===== src/rtl/core_arb_pkg.sv =====
// Shared types and constants for the core-protocol request arbiter.
package core_arb_pkg;

  typedef enum logic [0:0] {
    IDLE     = 1'b0,
    WAIT_GNT = 1'b1
  } arb_state_t;

  localparam int unsigned CORE_DATA_WIDTH = 32;
  localparam int unsigned CORE_BE_WIDTH   = 4;

endpackage


===== src/rtl/core_arb_id_fifo.sv =====
// Small FIFO of requester IDs for granted-but-unanswered transactions.
module core_arb_id_fifo #(
  parameter int unsigned DEPTH = 2,
  parameter int unsigned WIDTH = 1
) (
  input  logic             clk_i,
  input  logic             rst_i,
  input  logic             push_i,
  input  logic [WIDTH-1:0] push_data_i,
  input  logic             pop_i,
  output logic             full_o,
  output logic             empty_o,
  output logic [WIDTH-1:0] head_o
);

  localparam int unsigned PtrW = (DEPTH > 1) ? $clog2(DEPTH) : 1;
  localparam int unsigned CntW = $clog2(DEPTH) + 1;

  logic [WIDTH-1:0] mem_q [DEPTH];
  logic [PtrW-1:0]  wr_ptr_q, rd_ptr_q;
  logic [CntW-1:0]  cnt_q;
  logic             push_en, pop_en;

  // Explicit wrap so non-power-of-2 or single-entry depths stay in range.
  function automatic logic [PtrW-1:0] ptr_inc(input logic [PtrW-1:0] p);
    return (p == PtrW'(DEPTH - 1)) ? '0 : p + PtrW'(1);
  endfunction

  assign full_o  = (cnt_q == CntW'(DEPTH));
  assign empty_o = (cnt_q == '0);
  assign head_o  = mem_q[rd_ptr_q];
  assign push_en = push_i & ~full_o;
  assign pop_en  = pop_i & ~empty_o;

  always_ff @(posedge clk_i or posedge rst_i) begin
    if (rst_i) begin
      for (int i = 0; i < int'(DEPTH); i++) mem_q[i] <= '0;
      wr_ptr_q <= '0;
      rd_ptr_q <= '0;
      cnt_q    <= '0;
    end else begin
      if (push_en) begin
        mem_q[wr_ptr_q] <= push_data_i;
        wr_ptr_q        <= ptr_inc(wr_ptr_q);
      end
      if (pop_en) rd_ptr_q <= ptr_inc(rd_ptr_q);
      if (push_en && !pop_en) begin
        cnt_q <= cnt_q + CntW'(1);
      end else if (pop_en && !push_en) begin
        cnt_q <= cnt_q - CntW'(1);
      end
    end
  end

endmodule


===== src/rtl/core_req_arbiter.sv =====
// Round-robin arbiter sharing one core-protocol slave port among NB_REQ requesters,
// steering each response back to its issuer through an ID FIFO.
module core_req_arbiter
  import core_arb_pkg::*;
#(
  parameter int unsigned NB_REQ          = 2,
  parameter int unsigned ADDR_WIDTH      = 32,
  parameter int unsigned MAX_OUTSTANDING = 2
) (
  input  logic                                clk_i,
  input  logic                                rst_i,
  input  logic [NB_REQ-1:0]                   m_req_i,
  output logic [NB_REQ-1:0]                   m_gnt_o,
  output logic [NB_REQ-1:0]                   m_rvalid_o,
  input  logic [NB_REQ*ADDR_WIDTH-1:0]        m_addr_i,
  input  logic [NB_REQ-1:0]                   m_we_i,
  input  logic [NB_REQ*CORE_BE_WIDTH-1:0]     m_be_i,
  input  logic [NB_REQ*CORE_DATA_WIDTH-1:0]   m_wdata_i,
  output logic [CORE_DATA_WIDTH-1:0]          m_rdata_o,
  output logic                                s_req_o,
  input  logic                                s_gnt_i,
  input  logic                                s_rvalid_i,
  output logic [ADDR_WIDTH-1:0]               s_addr_o,
  output logic                                s_we_o,
  output logic [CORE_BE_WIDTH-1:0]            s_be_o,
  output logic [CORE_DATA_WIDTH-1:0]          s_wdata_o,
  input  logic [CORE_DATA_WIDTH-1:0]          s_rdata_i,
  output logic                                err_o
);

  localparam int unsigned IdW = $clog2(NB_REQ);

  arb_state_t     state_q;
  logic [IdW-1:0] rr_q, lock_q;
  logic           err_q;
  logic [IdW-1:0] search_sel, sel, sel_next;
  logic           any_req, grant;
  logic           fifo_full, fifo_empty, fifo_pop;
  logic [IdW-1:0] fifo_head;
  int unsigned    idx;

  // First requesting index at or above rr_q, modulo NB_REQ.
  always_comb begin
    search_sel = rr_q;
    idx        = 0;
    for (int unsigned i = NB_REQ; i > 0; i--) begin
      idx = (int'(rr_q) + i - 1) % NB_REQ;
      if (m_req_i[idx]) search_sel = IdW'(idx);
    end
  end

  assign sel      = (state_q == WAIT_GNT) ? lock_q : search_sel;
  assign sel_next = IdW'((int'(sel) + 1) % NB_REQ);
  assign any_req  = (state_q == WAIT_GNT) ? m_req_i[lock_q] : |m_req_i;

  assign s_req_o   = any_req & ~fifo_full & ~rst_i;
  assign grant     = s_req_o & s_gnt_i;
  assign fifo_pop  = s_rvalid_i & ~fifo_empty & ~rst_i;
  assign m_rdata_o = s_rdata_i;
  assign err_o     = err_q;

  always_comb begin
    s_addr_o   = m_addr_i[int'(sel)*ADDR_WIDTH +: ADDR_WIDTH];
    s_we_o     = m_we_i[sel];
    s_be_o     = m_be_i[int'(sel)*CORE_BE_WIDTH +: CORE_BE_WIDTH];
    s_wdata_o  = m_wdata_i[int'(sel)*CORE_DATA_WIDTH +: CORE_DATA_WIDTH];
    m_gnt_o    = '0;
    m_rvalid_o = '0;
    if (grant) m_gnt_o[sel] = 1'b1;
    if (fifo_pop) m_rvalid_o[fifo_head] = 1'b1;
  end

  always_ff @(posedge clk_i or posedge rst_i) begin
    if (rst_i) begin
      state_q <= IDLE;
      rr_q    <= '0;
      lock_q  <= '0;
      err_q   <= 1'b0;
    end else begin
      if (s_rvalid_i && fifo_empty) err_q <= 1'b1;
      unique case (state_q)
        IDLE: begin
          if (grant) begin
            rr_q <= sel_next;
          end else if (s_req_o) begin
            lock_q  <= search_sel;
            state_q <= WAIT_GNT;
          end
        end
        WAIT_GNT: begin
          if (grant) begin
            rr_q    <= sel_next;
            state_q <= IDLE;
          end else if (!fifo_full && !m_req_i[lock_q]) begin
            // Requester withdrew without a grant; drop the lock.
            state_q <= IDLE;
          end
        end
        default: state_q <= IDLE;
      endcase
    end
  end

  core_arb_id_fifo #(
    .DEPTH (MAX_OUTSTANDING),
    .WIDTH (IdW)
  ) u_id_fifo (
    .clk_i       (clk_i),
    .rst_i       (rst_i),
    .push_i      (grant),
    .push_data_i (sel),
    .pop_i       (fifo_pop),
    .full_o      (fifo_full),
    .empty_o     (fifo_empty),
    .head_o      (fifo_head)
  );

endmodule

===== config.mk =====
export PLATFORM = sky130hd
export DESIGN_NAME = core_req_arbiter
export DESIGN_NICKNAME = d
export VERILOG_FILES = /design/src/rtl/core_arb_pkg.sv /design/src/rtl/core_arb_id_fifo.sv /design/src/rtl/core_req_arbiter.sv
export SDC_FILE = /design/constraint.sdc
export NUM_CORES = 1
export LEC_CHECK = 0
export CAP_MARGIN = 15
export CORE_AREA = 2 2 111 113
export CTS_BUF_LIST = sky130_fd_sc_hd__clkbuf_8
export DETAILED_ROUTE_END_ITERATION = 10
export DIE_AREA = 0 0 113 115
export HOLD_SLACK_MARGIN = 0.02
export PLACE_DENSITY = 0.66
export SLEW_MARGIN = 10
export SYNTH_ARGS = -nofsm -noshare
export SYNTH_HDL_FRONTEND = slang
export SYNTH_HIERARCHICAL = 1
export SYNTH_SLANG_ARGS = --single-unit

===== constraint.sdc =====
create_clock -name clk_i -period 2.4 [get_ports clk_i]
set_input_delay 0.48 -clock clk_i [delete_from_list [all_inputs] [get_ports clk_i]]
set_output_delay 0.48 -clock clk_i [all_outputs]
set_load 0.01 [all_outputs]

==> impl_metrics.ini <==
[timing]
hold_viol = 0
fin_crit_sh_pct = 101
maxSlewViolCount = 0
setup_viol = 3
rsz0062_at_grt = yes
worst_pin_slew_ns = 0.412
fin_skew_ns = 0.00302
timing.hold.ws_ns = 0.354
fmax_ghz = 0.414
fin_ws_ns = -0.0127
relSlewSlack_pct = 72.3
fin_crit_ns = 2.41

[clock_network]
ctsLongestPathBuffers = 2
clock_latency_ns = 0.23
htreeDepth = 1
cts_sinks = 10
clk_pin_slew_ns = 0.04
cts_tree = done
cts_buffers = 3
cts_root_buf = clkbuf_8

[yosys]
synth_cells = 168
ys_types = 30
ys_seq_area_share_pct = 15.0
avgSynthCellArea_um2 = 9.92
ys_ff_latch = 10
yosysWarnings = 6
syn_area_um2 = 1670
syn-num-nets = 345

[floorplan]
fp-row-count = 40
die-area_um2 = 13000
fp.dieH_um = 115
die_x_um = 113
top_level_ports = 283
fp.coreArea_um2 = 11800
initial_core_util_pct = 14.1

[drt]
vias = 2197
first_iter_violations = 59
drcViolationCount = 20
routedWlPerCell_um = 18.9
via_per_inst = 4.09
drtAntennaViolNets = 0
finalWirelength_mm = 10.1
drt_pre_antenna_iters = 7

[worst_setup_path]
slowest_delay_ns = 0.41
r2r_slack_ns = 0.45
path_class = reg -> out
critPathCaptureType = output port
crit_arrival_ns = 1.93
critPathMaxFanout = 5
crit_slowest_cell = dfrtp_1
start_kind = flip-flop
required_ns = 1.92
path_common_cell = buf_12
path_cells = a21oi_4, o21ai_4, buf_12, buf_12, buf_12, buf_16, buf_12, mux2_4, buf_6

[finish]
drive_gt1_share_pct = 49.2
nNetsFinal = 569
area_delta_synth_final_pct = 168
stdcell_area_um2 = 4470
fill_cells = 1192
fin_cells = 537
diodes = 0

[hold_path]
min-delay-path-class = in -> async

[power]
p_leak_nw = 2.06
max-vdd-ir-drop_v = 0.000415
powerDensity_nw_per_um2 = 1090

[global_route]
grt.total_usage_pct = 13.7
grt_max_degree = 13
grt_pass1_vias = 2245
gr-total-overflow = 0
grt_first_pass_wirelength_mm = 13.4
antenna_found_initial = 0

[outcome]
violations = DRC, setup timing
status = finished, violations left

[placed_design]
portBuffers = 218
dpl_cell_area_um2 = 3830
gp_congestion = 0.750
dp.cells = 506
dpl.hpwl_mm = 7.48

[flow_run]
drv_cap = 0
==> registers in the layout, indices dropped and copies added (netlist names) <==
| register | cells |
|---|---|
| rr_q | 1 |
| state_q | 1 |
| u_id_fifo/cnt_q | 2 |
| lock_q | 1 |
| err_o | 1 |
| u_id_fifo/rd_ptr_q | 1 |
| u_id_fifo/wr_ptr_q | 1 |
| u_id_fifo/mem_q | 2 |
==> where the power goes <==
part | internal [mW] | total [mW] | switching [mW]
registers | 0.248 | 0.314 | 0.0662
logic | 2.79 | 4.38 | 1.59
clock network | 0.109 | 0.168 | 0.0590
==> placed cells by master (no fill, tap or decap), types with 2 or more instances in the layout <==
cell and count:
clkdlybuf4s50_1 141, buf_6 42, mux2_4 37, mux2_2 32
buf_2 31, buf_4 17, buf_12 12, dfrtp_1 10
buf_16 8, inv_1 6, nor2_1 5, dlymetal6s2s_1 5
nand2_1 3, mux2_1 3, clkbuf_8 3, xor2_1 3
a21oi_1 2, nor2b_1 2, nand3_1 2, and2_1 2
xnor2_1 2
==> metal layers <==
layer  share of wire (%)  track usage, %  wire length, um
met1                  37            15.5             3730
met2                  52            26.3             5240
met3                  11            3.64             1100
met4                0.51            1.87               52
met5                   0               0                0
==> area by class of cell <==
class,instances,area [um2],area share [%]
tap,147,184,4.11
inverter,7,26.3,0.588
sequential,10,250,5.60
clock buffer,3,41.3,0.924
multi-input combinational,111,1250,28.0
timing repair buffer,259,2720,60.8
==> cell usage after synthesis (all sizes together) <==
cell,instances,area (um2)
nor2,6,22.5
nor4,1,6.26
and2,2,12.5
xor2,3,26.3
nand3b,1,7.51
o21bai,1,7.51
ha,1,12.5
nand2,4,15.0
nand3,2,10.0
inv,7,26.3
buf,39,312
a21o,1,7.51
o221ai,1,8.76
o21ai,2,21.3
and3b,1,8.76
mux2i,1,10.0
nor3b,1,7.51
xnor2,2,17.5
nor2b,2,12.5
nand2b,1,8.76
a21oi,3,15.0
clkbuf,1,5.00
mux2,72,811
nand4b,1,8.76
dfrtp,10,250
a31oi,1,6.26
a32o,1,10.0
==> cell families after synthesis <==
group | count (synthesis) | share of synthesized area [%]
compound gates | 10 | 4.58
xor+xnor | 5 | 2.63
fa+ha+maj | 1 | 0.751
buf+inv | 47 | 20.6
flops | 10 | 15.0
mux | 73 | 49.2
simple gates | 22 | 7.21
==> critical path, delay by kind of cell (launching register included) <==
| kind | cells | cell delay, ns |
|---|---|---|
| DFF | 1 | 0.41 |
| buffers and inverters | 6 | 0.75 |
| muxes | 1 | 0.29 |
| AOI/OAI and AO/OA | 2 | 0.23 |
==> what timing repair did <==
action                                  CTS  global route
gates resized for setup                 329            70
hold buffers                              0             0
gates cloned                              8             0
hold endpoints to repair                  0             0
pin swaps                                 3             1
setup buffers                            15             7
endpoints found under the setup margin   74            34
==> worst paths after layout <==
kind | from | endpoint | cells after the start
setup / recovery | rr_q$_DFFE_PP0P_ | s_wdata_o[4] | 9
hold / removal | rst_i | lock_q$_DFFE_PP0P_ | 3
setup reg to reg | u_id_fifo/cnt_q[1]$_DFFE_PP0P_ | u_id_fifo/cnt_q[1]$_DFFE_PP0P_ | 11
hold reg to reg | err_o$_DFFE_PP0P_ | err_o$_DFFE_PP0P_ | 1
max in group asynchronous | rst_i | u_id_fifo/wr_ptr_q$_DFFE_PP0P_ | 3
min in group clk_i | err_o$_DFFE_PP0P_ | err_o$_DFFE_PP0P_ | 1
==> per-stage QoR <==
stage / util (%) / setup TNS (ns) / setup slack (ns) / total power, mW
6_report: 37.8 / -0.0256 / -0.0127 / 4.86
5_1_grt: 37.8 / -0.573 / -0.0896 / 5.12
4_1_cts: 35.3 / -0.495 / -0.111 / 4.43
3_5_place_dp: 32.4 / -40.35 / -0.637 / 3.15
3_3_place_gp: 32.4 / -39.65 / -0.637 / 3.12
2_1_floorplan: - / 0 / 0.342 / 1.86
(Power assumes the default switching activity.)
